===== src/rtl/demux_scan_seq.sv =====
// Scans the select bus of a 3-to-8 demux over the enabled channels, pulsing din_out per channel.
// Latency: one cycle from start to the first DRIVE cycle. A break-before-make gap separates channels.
// No backpressure: start is level-sampled in IDLE, and stop aborts the scan on the next edge.
module demux_scan_seq #(
    parameter int SEL_W   = 3,
    parameter int DWELL_W = 4,
    parameter int PASS_W  = 8
) (
    input  logic                  clk,
    input  logic                  rst_n,
    input  logic                  start,
    input  logic                  stop,
    input  logic                  mode_cont,
    input  logic [2**SEL_W-1:0]   ch_mask,
    input  logic [DWELL_W-1:0]    dwell,
    output logic [SEL_W-1:0]      sel_out,
    output logic                  din_out,
    output logic                  busy,
    output logic                  done,
    output logic [PASS_W-1:0]     pass_cnt
);

    localparam int NCH = 2**SEL_W;

    localparam logic [1:0] S_IDLE  = 2'd0;
    localparam logic [1:0] S_DRIVE = 2'd1;
    localparam logic [1:0] S_GAP   = 2'd2;
    localparam logic [1:0] S_DONE  = 2'd3;

    logic [1:0]         state;
    logic [NCH-1:0]     mask_q;
    logic               mode_q;
    logic [DWELL_W-1:0] dwell_q;
    logic [DWELL_W-1:0] cnt;

    logic [DWELL_W-1:0] dwell_eff;
    logic [SEL_W:0]     first_in;
    logic [SEL_W:0]     next_up;
    logic [SEL_W:0]     first_q;

    // Returns {found, channel}: lowest set bit of m at index lo or above.
    function automatic logic [SEL_W:0] find_from(input logic [NCH-1:0] m, input int lo);
        logic [SEL_W:0] res;
        res = '0;
        for (int i = NCH - 1; i >= 0; i--) begin
            if (m[i] && (i >= lo)) begin
                res = {1'b1, SEL_W'(i)};
            end
        end
        return res;
    endfunction

    always_comb begin
        dwell_eff = (dwell == '0) ? DWELL_W'(1) : dwell;
        first_in  = find_from(ch_mask, 0);
        first_q   = find_from(mask_q, 0);
        next_up   = find_from(mask_q, int'(sel_out) + 1);
    end

    always_ff @(posedge clk or negedge rst_n) begin
        if (!rst_n) begin
            state    <= S_IDLE;
            mask_q   <= '0;
            mode_q   <= 1'b0;
            dwell_q  <= '0;
            cnt      <= '0;
            sel_out  <= '0;
            din_out  <= 1'b0;
            busy     <= 1'b0;
            done     <= 1'b0;
            pass_cnt <= '0;
        end else if (state == S_IDLE) begin
            if (start && !stop) begin
                mask_q   <= ch_mask;
                mode_q   <= mode_cont;
                dwell_q  <= dwell_eff;
                pass_cnt <= '0;
                busy     <= 1'b1;
                if (ch_mask == '0) begin
                    state <= S_DONE;
                    done  <= 1'b1;
                end else begin
                    state   <= S_DRIVE;
                    sel_out <= first_in[SEL_W-1:0];
                    din_out <= 1'b1;
                    cnt     <= dwell_eff;
                end
            end
        end else if (stop) begin
            // Abort: drop the data line immediately, keep sel_out and pass_cnt
            state   <= S_IDLE;
            din_out <= 1'b0;
            done    <= 1'b0;
            busy    <= 1'b0;
        end else begin
            case (state)
                S_DRIVE: begin
                    if (cnt == DWELL_W'(1)) begin
                        din_out <= 1'b0;
                        if (next_up[SEL_W]) begin
                            state <= S_GAP;
                        end else begin
                            pass_cnt <= pass_cnt + 1'b1;
                            if (mode_q) begin
                                state <= S_GAP;
                            end else begin
                                state <= S_DONE;
                                done  <= 1'b1;
                            end
                        end
                    end else begin
                        cnt <= cnt - 1'b1;
                    end
                end
                S_GAP: begin
                    // sel_out still holds the old channel, so the search above it is repeated here
                    state   <= S_DRIVE;
                    sel_out <= next_up[SEL_W] ? next_up[SEL_W-1:0] : first_q[SEL_W-1:0];
                    din_out <= 1'b1;
                    cnt     <= dwell_q;
                end
                default: begin
                    state <= S_IDLE;
                    done  <= 1'b0;
                    busy  <= 1'b0;
                end
            endcase
        end
    end

endmodule


===== config.mk =====
export PLATFORM = sky130hd
export DESIGN_NAME = demux_scan_seq
export DESIGN_NICKNAME = d
export VERILOG_FILES = /design/src/rtl/demux_scan_seq.sv
export SDC_FILE = /design/constraint.sdc
export NUM_CORES = 1
export LEC_CHECK = 0
export ABC_AREA = 1
export BUFFER_PORTS_ARGS = -buffer_cell sky130_fd_sc_hd__buf_2
export CAP_MARGIN = 20
export CORE_MARGIN = 2
export CORE_UTILIZATION = 25
export DETAILED_ROUTE_END_ITERATION = 6
export PLACE_DENSITY_LB_ADDON = 0.08
export SLEW_MARGIN = 20
export SYNTH_ARGS = -nofsm -noshare
export SYNTH_HDL_FRONTEND = slang
export SYNTH_SLANG_ARGS = --single-unit

===== constraint.sdc =====
create_clock -name clk -period 4.6 [get_ports clk]
set_clock_uncertainty 0.2 [all_clocks]
set_input_delay 0 -clock clk [delete_from_list [all_inputs] [get_ports clk]]
set_output_delay 0 -clock clk [all_outputs]
set_load 0.005 [all_outputs]

Word level (Yosys, flattened, before mapping) --
Index checks and enable logic that the tools add are counted.
Cells by class: add/subtract/negate cells 3, $lt $le $gt $ge 8, equality and inequality tests 14, muxes and demuxes 69, reduce and logical (&&, ||, !) cells 27
Operators with widths (number):
- 3-bit two-way mux | 22
- 4-bit two-way mux | 14
- 8-bit two-way mux | 6
- 1-bit two-way mux | 18
- 3-bit by 4-bit >= comparator with 1-bit output, first input constant | 4
- 4-bit != test, second input constant | 3
- 2-bit two-way mux | 5
- 5-bit AND reduction | 2
- 1-bit logical AND | 9
- 8-bit by 1-bit adder with 8-bit output, second input constant | 1
- 1-bit by 4-bit >= comparator with 1-bit output, first input constant | 2
- 2-bit by 4-bit >= comparator with 1-bit output, first input constant | 2
- 8-bit zero test | 1
- 2-bit by 1-bit != test with 1-bit output, second input constant | 4
- 4-bit case mux with 2 select lines | 1
- 4-bit AND reduction | 2
- 3-bit != test, second input constant | 2
- 2-bit AND reduction | 3
- 6-bit AND reduction | 1
- 2-bit nonzero test | 3
- 3-bit by 1-bit adder with 4-bit output, second input constant | 1
- 4-bit by 1-bit == test with 1-bit output, second input constant | 1
- 4-bit zero test | 1
- 1-bit case mux with 2 select lines | 2
- 11 further kinds | 11
Word-level totals: register bits after elaboration 33, bits of input ports 17, output and inout bits 14, word-level logic and storage cells 131

Logic depth before layout (Yosys ltp) --
depth after elaboration 16, mapped depth 14, depth with buffers taken out 14

Worst setup path before layout --
No wires, ideal clock.
path kind flip-flop to flip-flop, from reg state[0], to reg din_out, library setup time 0.125 ns, data arrival time 1.665 ns, required time 4.275 ns, slack 2.611 ns, cell stages (with the launch flop) 11, path buffers 1, period minus slack after synthesis 1.989 ns, cell sequence dfrtp_1 -> inv_1 -> ha_1 -> buf_4 -> nor2_1 -> inv_1 -> nor2_2 -> a21oi_1 -> inv_1 -> nor3_1 -> mux2_2
Between the ends: word-level cells in the longest chain between the ends 4, elaborated cells between the ends (all ways) 11, classes of those cells eq/ne (5); mux (3); reduce/logical (3)
RTL lines:
- start: declaration | RTL line 30 | logic [1:0] state;
- start signal: assignment | RTL line 62 | state <= S_IDLE;
- start signal: assignment | RTL line 80 | state <= S_DONE;
- start signal: assignment | RTL line 83 | state <= S_DRIVE;
- 2-bit == test or 2-bit by 1-bit == test with 1-bit output (tied branches) | RTL line 96 | case (state)
- 1-bit case mux with 2 select lines | RTL line 96
- 1-bit two-way mux | RTL line 89 | end else if (stop) begin
- 1-bit two-way mux | RTL line 72 | end else if (state == S_IDLE) begin
- end signal: assignment | RTL line 68 | din_out <= 1'b0;
- end signal: assignment | RTL line 92 | din_out <= 1'b0;
- end signal: assignment | RTL line 99 | din_out <= 1'b0;
- end: declaration | RTL line 17 | output logic din_out,
Several ways; a longest one is shown, not always the timed one. A chain may end at the register's enable or synchronous reset.

Worst setup path after layout --
from reg state[0], to reg cnt[2]
Between the ends: word-level cells in the longest chain between the ends 4, elaborated cells between the ends (all ways) 12, classes of those cells eq/ne (6); mux (3); reduce/logical (3)
RTL lines:
- 2-bit == test or 2-bit by 1-bit == test with 1-bit output (tied branches) | RTL line 96
- 4-bit case mux with 2 select lines | RTL line 96
- 4-bit two-way mux | RTL line 89
- 4-bit two-way mux | RTL line 72
- end signal: assignment | RTL line 86 | cnt <= dwell_eff;
- end signal: assignment | RTL line 112 | cnt <= cnt - 1'b1;
- end signal: assignment | RTL line 120 | cnt <= dwell_q;
- end: declaration | RTL line 34 | logic [DWELL_W-1:0] cnt;
Several ways; a longest one is shown, not always the timed one. The select of a mux whose other input is x is not followed.

==> flow_summary.yaml <==
critical_path:
  max_stage_delay_ns: 0.58
  cp_cell_sequence: "inv_1, ha_1, inv_1, o21ai_0, nor2_1, nor3_4, o211ai_1, o21ai_0"
  cp.arrival_ns: 2.66
  required_ns: 4.60
  path_class: "reg -> reg"
  r2r_setup_slack_ns: 1.94
  cpMaxStageDelayCell: "ha_1"
  cp_max_fo: 18
  r2r_start: "state[0]"
  endpoint: "cnt[2]"
  r2r-end: "cnt[2]"
  startpoint: "state[0]"
  reg2reg_depth: 8
  worstSetupEndpointType: "register"
  cp-start-kind: "register"
cts:
  path_clk_slew_ns: 0.07
  cts_buffers: 5
  cts_setup_buffers: 0
  clock_latency_ns: 0.28
  ctsResizeCount: 0
  cts_buffer_depth: 2
  hold_buffers: 15
  clock_sinks: 33
  htree_levels: 2
  cts_tree: "done"
  root_buffer: "clkbuf_8"
synth:
  yosysMostFrequentCell: "nand2_1"
  syn_nets: 301
  synth_seq_cells: 33
  ys.flop_type: "dfrtp_1"
  yosysWarnings: 0
  ys_types: 36
  post-synth-top-area-cell: "dfrtp_1"
  synth_area_per_cell_um2: 7.58
  synth-edff-count: 0
  yosysTopAreaCellShare_pct: 39.3
  synth_common_cells: "nand2_1 (69), dfrtp_1 (33), inv_1 (33)"
  postSynth.asyncResetShare_pct: 100
  synthTopCellsByArea: "dfrtp_1 (39%), nand2_1 (12%), inv_1 (5.9%)"
  postSynthCellCount: 277
  yosysSeqAreaShare_pct: 39.3
  netlist_area_um2: 2100
timing:
  fmax_mhz: 376
  hold_violations: 0
  setup_tns_ns: 0
  setup_viol: 0
  drv_slew: 0
  finalCriticalPeriod_ns: 2.66
  finalCritPeriodShare_pct: 57.7
  rsz0062_at_grt: "no"
  max_slew_margin_pct: 47.7
  worstMarginPinSlew_ns: 0.785
placed_design:
  place.gp.congestion: 0.799
  postPlaceCellArea_um2: 2350
  io_buffers: 30
  hpwl_mm: 4.08
floorplan:
  fp.dieW_um: 95.7
  die-height_um: 95.7
  start_util_pct: 25.7
  core_area_um2: 8180
  dieArea_um2: 9150
  ios: 31
  num_rows: 33
drt:
  drc: 0
  drt_iter0_drc: 77
  wl_per_cell_um: 12.9
  first_pass_iters: 4
  wirelength_mm: 5.49
  vias: 1892
  viasPerCell: 4.43
  ant_nets: 0
grt:
  gr-total-overflow: 0
  antenna_found_initial: 0
  grt_first_pass_wirelength_mm: 9.34
  grt_max_degree: 34
  grt_pass1_vias: 1908
  grt_usage_pct: 13.4
finish:
  final_area_um2: 2580
  diodes: 0
  seqCellArea_um2: 826
  fin_util_pct: 31.5
  finalNetCount: 347
  fillers: 927
  multi_input_area_um2: 1110
  syn_to_final_growth_pct: 22.7
  drive_above_1_share_pct: 17.4
outcome:
  status: "complete, no violations"
pwr:
  ir_worst_vdd_v: 0.000174
  powerDensity_nw_per_um2: 594
  leakage_nw: 1.31
job:
  drv_cap: 0
min_path:
  hp-start: "start"
  hp-class: "in -> reg"
[cell usage in the layout (no fill, tap or decap), types with 7 or more instances in the layout]
master	n
nand3_1	14
inv_1	33
dlygate4sd3_1	15
ha_1	7
dfrtp_1	33
nor2_1	29
nand2_1	69
a21oi_1	16
o21ai_0	24
buf_2	30
[state kept, by name, indices dropped and copies added (netlist names)]
signal / count
mask_q: 8
pass_cnt: 8
cnt: 4
dwell_q: 4
sel_out: 3
state: 2
busy: 1
din_out: 1
done: 1
mode_q: 1
[worst max-delay path: cells and delay by family (launching register included)]
kind / cells / cell delay (ns)
flops: 1 / 0.38
simple gates: 2 / 0.46
fa+ha+maj: 1 / 0.58
buf+inv: 2 / 0.47
compound gates: 3 / 0.49
[per-layer routing]
metal,track usage (%),vias up,wire [µm],part of all wire (%)
li1,-,994,-,-
met1,18.0,868,2710,49
met2,21.4,26,2600,47
met3,3.08,4,142,2.6
met4,3.93,0,41,0.75
met5,0,-,0,0
[worst min-delay path by stage]
stage	to	depth (start not counted)	slack (ns)
finish	done	5	0.11
floorplan	busy	0	-0.50
detailed placement	pass_cnt[4]	1	-0.06
global route	mask_q[4]	3	0.14
global placement	pass_cnt[4]	1	-0.05
CTS	done	5	0.11
[cells by family after synthesis]
family	count (synthesis)	synth area share (%)
muxes	2	1.01
buffers and inverters	42	8.04
AOI/OAI and AO/OA	52	14.1
adders and majority gates	7	4.17
DFF	33	39.3
xor gates and xnor gates	7	2.92
and+or+nand+nor	134	30.5
[power breakdown]
group	internal, mW	switching [mW]
Combinational	0.308	0.515
Clock	0.0995	0.104
Sequential	0.404	0.102
[area by class of cell]
cell class | count | area share, %
Timing Repair Buffer | 45 | 11.7
Multi-Input combinational cell | 202 | 42.9
Clock inverter | 1 | 0.194
Sequential cell | 33 | 32.0
Clock buffer | 5 | 2.67
Inverter | 36 | 5.44
Tap cell | 105 | 5.10
[per-stage QoR]
step                      setup slack (ns)  power, mW  hold slack [ns]  cells
after global placement                1.99       1.35          -0.0547    406
after detailed placement              1.91       1.34          -0.0590    406
after floorplan                       2.61       1.12           -0.496    277
after CTS                             1.89       1.56            0.111    427
final                                 1.94       1.53            0.114    427
after global routing                  1.60       1.72            0.143    427
Note: power is estimated with default switching activity, not from simulation.
